[src/rtl/gpi_ctrl_pkg.sv]
// Shared types and constants for the general-purpose input pad controller.
// Pad configuration layout matches the register write word {ste[1:0], pd, pu, ie}.
package gpi_ctrl_pkg;

  localparam int CFG_W = 5;

  typedef struct packed {
    logic [1:0] ste;
    logic       pd;
    logic       pu;
    logic       ie;
  } pad_cfg_t;

  typedef enum logic [1:0] {
    OFF,
    SETTLE,
    ACTIVE
  } chan_state_e;

endpackage

[src/rtl/gpi_pad_chan.sv]
// One input pad channel: config register, OFF/SETTLE/ACTIVE sequencing,
// receiver synchronizer and debounce filter with edge pulses.
module gpi_pad_chan
  import gpi_ctrl_pkg::*;
#(
  parameter int SYNC_STAGES   = 2,
  parameter int DEB_W         = 8,
  parameter int SETTLE_CYCLES = 4
) (
  input  logic             clk_i,
  input  logic             rst_ni,
  input  logic             wr_en,
  input  pad_cfg_t         wr_cfg,
  input  logic [DEB_W-1:0] deb_thresh,
  input  logic             di,
  output pad_cfg_t         cfg,
  output logic             settling,
  output logic             level,
  output logic             rise,
  output logic             fall
);

  localparam int SET_W = (SETTLE_CYCLES > 1) ? $clog2(SETTLE_CYCLES) : 1;
  localparam logic [SET_W-1:0] SET_LAST = SET_W'(SETTLE_CYCLES - 1);

  chan_state_e            state_q, state_d;
  pad_cfg_t               cfg_q, cfg_d;
  logic [SYNC_STAGES-1:0] sync_q;
  logic [SET_W-1:0]       set_cnt_q, set_cnt_d;
  logic [DEB_W-1:0]       deb_cnt_q, deb_cnt_d;
  logic                   level_q, level_d;
  logic                   rise_q, rise_d;
  logic                   fall_q, fall_d;
  logic                   s;

  assign s = sync_q[SYNC_STAGES-1];

  // NOTE: every variable gets a default before the case so no path leaves one unassigned (no latches).
  always_comb begin
    state_d   = state_q;
    cfg_d     = wr_en ? wr_cfg : cfg_q;
    set_cnt_d = set_cnt_q;
    deb_cnt_d = '0;
    level_d   = level_q;
    rise_d    = 1'b0;
    fall_d    = 1'b0;

    unique case (state_q)
      OFF: begin
        level_d = 1'b0;
        if (wr_en && wr_cfg.ie) begin
          state_d   = SETTLE;
          set_cnt_d = '0;
        end
      end
      SETTLE: begin
        if (wr_en && !wr_cfg.ie) begin
          state_d = OFF;
          level_d = 1'b0;
        end else if (wr_en) begin
          set_cnt_d = '0;
        end else if (set_cnt_q == SET_LAST) begin
          // Trust the receiver from here on; adopt its level silently.
          state_d = ACTIVE;
          level_d = s;
        end else begin
          set_cnt_d = set_cnt_q + 1'b1;
        end
      end
      ACTIVE: begin
        if (wr_en && !wr_cfg.ie) begin
          state_d = OFF;
          level_d = 1'b0;
        end else if (wr_en && ((wr_cfg.pu != cfg_q.pu) || (wr_cfg.pd != cfg_q.pd))) begin
          state_d   = SETTLE;
          set_cnt_d = '0;
        end else if (s != level_q) begin
          // >= so a threshold lowered below the running count fires right away.
          if (deb_cnt_q >= deb_thresh) begin
            level_d = s;
            rise_d  = s;
            fall_d  = ~s;
          end else begin
            deb_cnt_d = deb_cnt_q + 1'b1;
          end
        end
      end
      default: begin
        state_d = OFF;
        level_d = 1'b0;
      end
    endcase
  end

  // NOTE: sequential state uses non-blocking assignments so all flops sample pre-edge values.
  always_ff @(posedge clk_i or negedge rst_ni) begin
    if (!rst_ni) begin
      state_q   <= OFF;
      cfg_q     <= '0;
      sync_q    <= '0;
      set_cnt_q <= '0;
      deb_cnt_q <= '0;
      level_q   <= 1'b0;
      rise_q    <= 1'b0;
      fall_q    <= 1'b0;
    end else begin
      state_q   <= state_d;
      cfg_q     <= cfg_d;
      sync_q    <= {sync_q[SYNC_STAGES-2:0], di};
      set_cnt_q <= set_cnt_d;
      deb_cnt_q <= deb_cnt_d;
      level_q   <= level_d;
      rise_q    <= rise_d;
      fall_q    <= fall_d;
    end
  end

  assign cfg      = cfg_q;
  assign settling = (state_q == SETTLE);
  assign level    = level_q;
  assign rise     = rise_q;
  assign fall     = fall_q;

endmodule

[src/rtl/gpi_pad_ctrl.sv]
// Bank of general-purpose input pad controllers: config write decode, ready mux,
// out-of-range error pulse and per-pad channel instances.
module gpi_pad_ctrl
  import gpi_ctrl_pkg::*;
#(
  parameter int NUM_PADS      = 8,
  parameter int SYNC_STAGES   = 2,
  parameter int DEB_W         = 8,
  parameter int SETTLE_CYCLES = 4,
  localparam int IDX_W        = (NUM_PADS > 1) ? $clog2(NUM_PADS) : 1
) (
  input  logic                  clk_i,
  input  logic                  rst_ni,
  input  logic                  cfg_valid_i,
  output logic                  cfg_ready_o,
  input  logic [IDX_W-1:0]      cfg_idx_i,
  input  logic [CFG_W-1:0]      cfg_data_i,
  output logic                  cfg_err_o,
  input  logic [DEB_W-1:0]      deb_thresh_i,
  output logic [NUM_PADS-1:0]   pad_ie_o,
  output logic [NUM_PADS-1:0]   pad_pu_o,
  output logic [NUM_PADS-1:0]   pad_pd_o,
  output logic [2*NUM_PADS-1:0] pad_ste_o,
  input  logic [NUM_PADS-1:0]   pad_di_i,
  output logic [NUM_PADS-1:0]   level_o,
  output logic [NUM_PADS-1:0]   rise_o,
  output logic [NUM_PADS-1:0]   fall_o
);

  logic                idx_ok;
  logic                accept;
  logic [NUM_PADS-1:0] settling;
  pad_cfg_t            chan_cfg [NUM_PADS];

  // Out-of-range codes exist only when NUM_PADS is not a power of two.
  assign idx_ok = (32'(cfg_idx_i) < 32'(NUM_PADS));
  assign accept = cfg_valid_i && cfg_ready_o;

  always_comb begin
    cfg_ready_o = 1'b1;
    for (int k = 0; k < NUM_PADS; k++) begin
      if (idx_ok && (cfg_idx_i == IDX_W'(k))) cfg_ready_o = ~settling[k];
    end
  end

  always_ff @(posedge clk_i or negedge rst_ni) begin
    if (!rst_ni) cfg_err_o <= 1'b0;
    else         cfg_err_o <= accept && !idx_ok;
  end

  for (genvar k = 0; k < NUM_PADS; k++) begin : g_chan
    logic wr_en;
    assign wr_en = accept && idx_ok && (cfg_idx_i == IDX_W'(k));

    gpi_pad_chan #(
      .SYNC_STAGES  (SYNC_STAGES),
      .DEB_W        (DEB_W),
      .SETTLE_CYCLES(SETTLE_CYCLES)
    ) u_chan (
      .clk_i     (clk_i),
      .rst_ni    (rst_ni),
      .wr_en     (wr_en),
      .wr_cfg    (pad_cfg_t'(cfg_data_i)),
      .deb_thresh(deb_thresh_i),
      .di        (pad_di_i[k]),
      .cfg       (chan_cfg[k]),
      .settling  (settling[k]),
      .level     (level_o[k]),
      .rise      (rise_o[k]),
      .fall      (fall_o[k])
    );

    assign pad_ie_o[k]        = chan_cfg[k].ie;
    assign pad_pu_o[k]        = chan_cfg[k].pu;
    assign pad_pd_o[k]        = chan_cfg[k].pd;
    assign pad_ste_o[2*k+:2]  = chan_cfg[k].ste;
  end

endmodule

[config.mk]
export PLATFORM = sky130hd
export DESIGN_NAME = gpi_pad_ctrl
export DESIGN_NICKNAME = d
export VERILOG_FILES = /design/src/rtl/gpi_ctrl_pkg.sv /design/src/rtl/gpi_pad_chan.sv /design/src/rtl/gpi_pad_ctrl.sv
export SDC_FILE = /design/constraint.sdc
export NUM_CORES = 1
export LEC_CHECK = 0
export CAP_MARGIN = 20
export CORE_MARGIN = 4
export CORE_UTILIZATION = 55
export DETAILED_ROUTE_END_ITERATION = 7
export PLACE_DENSITY = 0.79
export SYNTH_ARGS = -nofsm -noshare
export SYNTH_HDL_FRONTEND = slang
export SYNTH_HIERARCHICAL = 1
export SYNTH_SLANG_ARGS = --single-unit
export TNS_END_PERCENT = 5
[constraint.sdc]
create_clock -name clk_i -period 3.15 [get_ports clk_i]
set_clock_uncertainty 0.15 [all_clocks]
set_input_delay 0.4725 -clock clk_i [delete_from_list [all_inputs] [get_ports clk_i]]
set_output_delay 0.4725 -clock clk_i [all_outputs]
set_load 0.005 [all_outputs]
==> summary.md, run 1 <==
| Metric | Value |
|---|---|
| Status | `finished clean` |
| Ys Warns | `6` |
| Initial antenna violation count | `0` |
| Dpl ws | `0.09088 ns` |
| Max Fanout on Critical Path | `5` |
| Peak supply drop | `0.5257 mV` |
| Yosys reg bits | `176` |
| Sink Count | `176` |
| Fraction of registers with async set or reset after synthesis | `1.000` |
| CP Launch Type | `flip-flop` |
| Final hold vios | `0` |
| Worst Hold Class | `reg -> reg` |
| Antenna Nets Post-Route | `0` |
| Core Region | `18640 sq um` |
| H-tree depth | `4` |
| Clock tree buffer depth | `2` |
| Post-Route Setup TNS | `0 ns` |
| Crit path buf inv count | `2` |
| Prevailing post-synth register cell | `dfrtp_1` |
| WP data required | `2.53 ns` |
| P_leak | `5.911 nW` |
| Global Route Usage Sum | `0.2238` |
| CP Cell Sequence | `inv_1 > ha_1 > mux4_2 > mux2i_1 > clkdlybuf4s50_1` |
| EDFF count, synth | `0` |
| Top post-synthesis cells by area | `dfrtp_1 42%, ha_1 14%, xor2_1 4.4%` |
| Initial core utilization | `0.5587` |
| Worst Reg2Reg Path Length in Cells | `9` |
| Distinct cells, synth | `44` |
| FP Rows | `50` |
| GP Congestion | `0.8292` |
| Max-capacitance violation count | `0` |
| CP max stage delay | `0.52 ns` |
| Endpoints failing setup | `0` |
| Die Ht | `145.6 um` |
| Sequential cell area | `4404 sq um` |
| Die Footprint | `21200 sq um` |
| Mean Syn Cell Area | `10.33 sq um` |
| R2R Path Start | `g_chan[2].u_chan/state_q[1]` |
| Max Fclk | `335.5 MHz` |
| FF-to-FF End | `g_chan[2].u_chan/deb_cnt_q[7]` |
| Dominant cell by count in the synthesized netlist | `dfrtp_1` |
| Slew HR | `0.5224` |
| Gr ovfl total | `0` |
| Post-CTS resize count | `0` |
| Setup CP Type | `reg -> out` |
| Initial DRC count | `417` |
| First-pass GRT wire length | `38870 um` |
| CP endpoint kind | `primary output` |
| Post-synthesis cell count | `1008` |
| Leading area contributor after synthesis | `dfrtp_1` |
| Root Buffer | `clkbuf_16` |
| Worst R2R Setup Slack | `0.55 ns` |
| Top Ports | `93` |
| Hold Slack | `0.1953 ns` |
| Post-synth top cells | `176 x dfrtp_1, 113 x ha_1, 108 x inv_1` |
| Minimum clock period | `2.980 ns` |
| Seq/Total Area, Yosys | `0.4229` |
| Top Family by Delay on Critical Path | `multiplexers` |
| Die width | `145.6 um` |
| Post-Syn Area | `10410 sq um` |
| Multi-input combinational cell area | `5553 sq um` |
| Fin nets | `1280` |
| ANT cells | `0` |
| Total wire length | `23240 um` |
| Share of Yosys cell area claimed by the top area cell type | `0.4229` |
| Vias in the first global route | `7898` |
| Crit. Startpoint | `g_chan[2].u_chan/state_q[1]` |
| Share of layout cells above drive strength 1 | `0.1051` |
| Largest net degree at the start of global routing | `77` |
| CP endpoint | `cfg_ready_o` |
| Wire per inst | `16.78 um` |
| CTS tree | `done` |
| Via count | `7728` |
| CP max-delay cell | `clkdlybuf4s50_1` |
| Net Count, Synth | `1148` |
| WP depth | `5` |
| Post-CTS setup buffers | `0` |
| CP arrival | `2.36 ns` |
| Final worst slack | `0.1696 ns` |
| Drt pass-1 iters | `5` |
| Actual slew at the worst max-slew pin | `0.7164 ns` |
| Pwr dens | `695.7 nW/um^2` |
| Hold_buf cts | `1` |
| Period utilisation layout | `0.9462` |
| Clk slew on worst S/H paths | `0.07 ns` |
| # fillers | `1416` |
| Vias per cell | `5.580` |
| Dpl hpwl | `16930 um` |
| RSZ-0062 raised after global routing | `false` |
| Slew Viols, Final | `0` |
| I/O Buffers | `91` |
| Clk Latency, worst-skew pair | `0.43 ns` |
| Residual DRC count | `0` |
| Syn-to-layout area delta | `19.22%` |
| CTS Buf Count | `17` |
[worst min-delay path by stage]
stage	startpoint	to	depth (start not counted)
floorplan	rst_ni	g_chan[0].u_chan/cfg[0]	0
global placement	g_chan[4].u_chan/sync_q[0]	g_chan[4].u_chan/sync_q[1]	0
detailed placement	g_chan[3].u_chan/sync_q[0]	g_chan[3].u_chan/sync_q[1]	0
CTS	g_chan[6].u_chan/sync_q[0]	g_chan[6].u_chan/sync_q[1]	0
global route	g_chan[4].u_chan/sync_q[0]	g_chan[4].u_chan/sync_q[1]	0
finish	g_chan[6].u_chan/sync_q[0]	g_chan[6].u_chan/sync_q[1]	0
[cell type report]
| cell class | count | share of cell area |
|---|---|---|
| clock inverters | 10 | 0.009069 |
| well taps | 234 | 0.02358 |
| flip-flops and latches | 176 | 0.3547 |
| clock buffers | 20 | 0.03678 |
| multi-input cells | 714 | 0.4472 |
| repair buffers | 123 | 0.09603 |
| inverters | 108 | 0.03265 |
[metal layers]
layer,track usage,routed length (um),up-vias,share of wire
li1,-,-,3772,-
met1,0.2778,10120,3807,0.44
met2,0.4041,12090,129,0.52
met3,0.04111,728,20,0.031
met4,0.05698,293,0,0.013
met5,0,0,-,0
[cells by family after synthesis]
group,synth area share
AOI/OAI and AO/OA,0.09803
adders and majority gates,0.1358
other,0.0003601
muxes,0.06776
DFF,0.4229
buffers and inverters,0.04517
and+or+nand+nor,0.1695
xor gates and xnor gates,0.06055
[placed cells by master, fill, tap and decap left out, drive strengths merged, types with 20 or more instances in the layout]
master	n
dfrtp	176
ha	113
inv	109
clkdlybuf4s50	90
nor2	72
nand3	60
xor2	52
nand2	42
o21ai	40
mux2	40
nand2b	39
and3	32
buf	32
mux2i	21
a21oi	20
xnor2	20
clkbuf	20
[through the flow]
step / util / power [mW] / instance area (sq um) / std cells
detailed placement: 0.6350 / 6.581 / 11840 / 1354
global placement: 0.6350 / 6.462 / 11840 / 1354
floorplan: - / 5.212 / 10420 / 1008
finish: 0.6660 / 8.639 / 12420 / 1385
CTS: 0.6660 / 8.697 / 12420 / 1385
global route: 0.6660 / 9.211 / 12420 / 1385
[state kept, by name, summed over array words and instances (netlist names)]
name	cells
g_chan.u_chan/deb_cnt_q	64
g_chan.u_chan/cfg	40
g_chan.u_chan/set_cnt_q	16
g_chan.u_chan/state_q	16
g_chan.u_chan/sync_q	16
g_chan.u_chan/fall	8
g_chan.u_chan/level	8
g_chan.u_chan/rise	8
[power breakdown]
part / total (mW) / leakage [nW] / switching [mW] / internal, mW
registers: 3.19 / 2.30 / 0.423 / 2.77
clock network: 2.08 / 0.278 / 0.880 / 1.20
logic: 3.37 / 3.33 / 1.57 / 1.80
[worst register-to-register path, delay by kind of cell, from the launching register on]
kind / cells / cell delay [ns]
adder cells (fa/ha/maj): 1 / 0.32
buffers and inverters: 2 / 0.28
flip-flops: 1 / 0.42
AND/OR/NAND/NOR: 6 / 1.36
Power figures use the tool's default switching activity.
==> inputs of run 2 (changes only) <==
Settings changed: HOLD_SLACK_MARGIN from default to 0.12, SLEW_MARGIN from default to 40.
==> results of run 2 <==
Final layout, timing and power as in run 1 (identical DEF).
==> inputs of run 3 (changes only) <==
Settings changed: CAP_MARGIN 20 to 15.
==> results of run 3 <==
Final layout, timing and power as in run 1 (identical DEF).
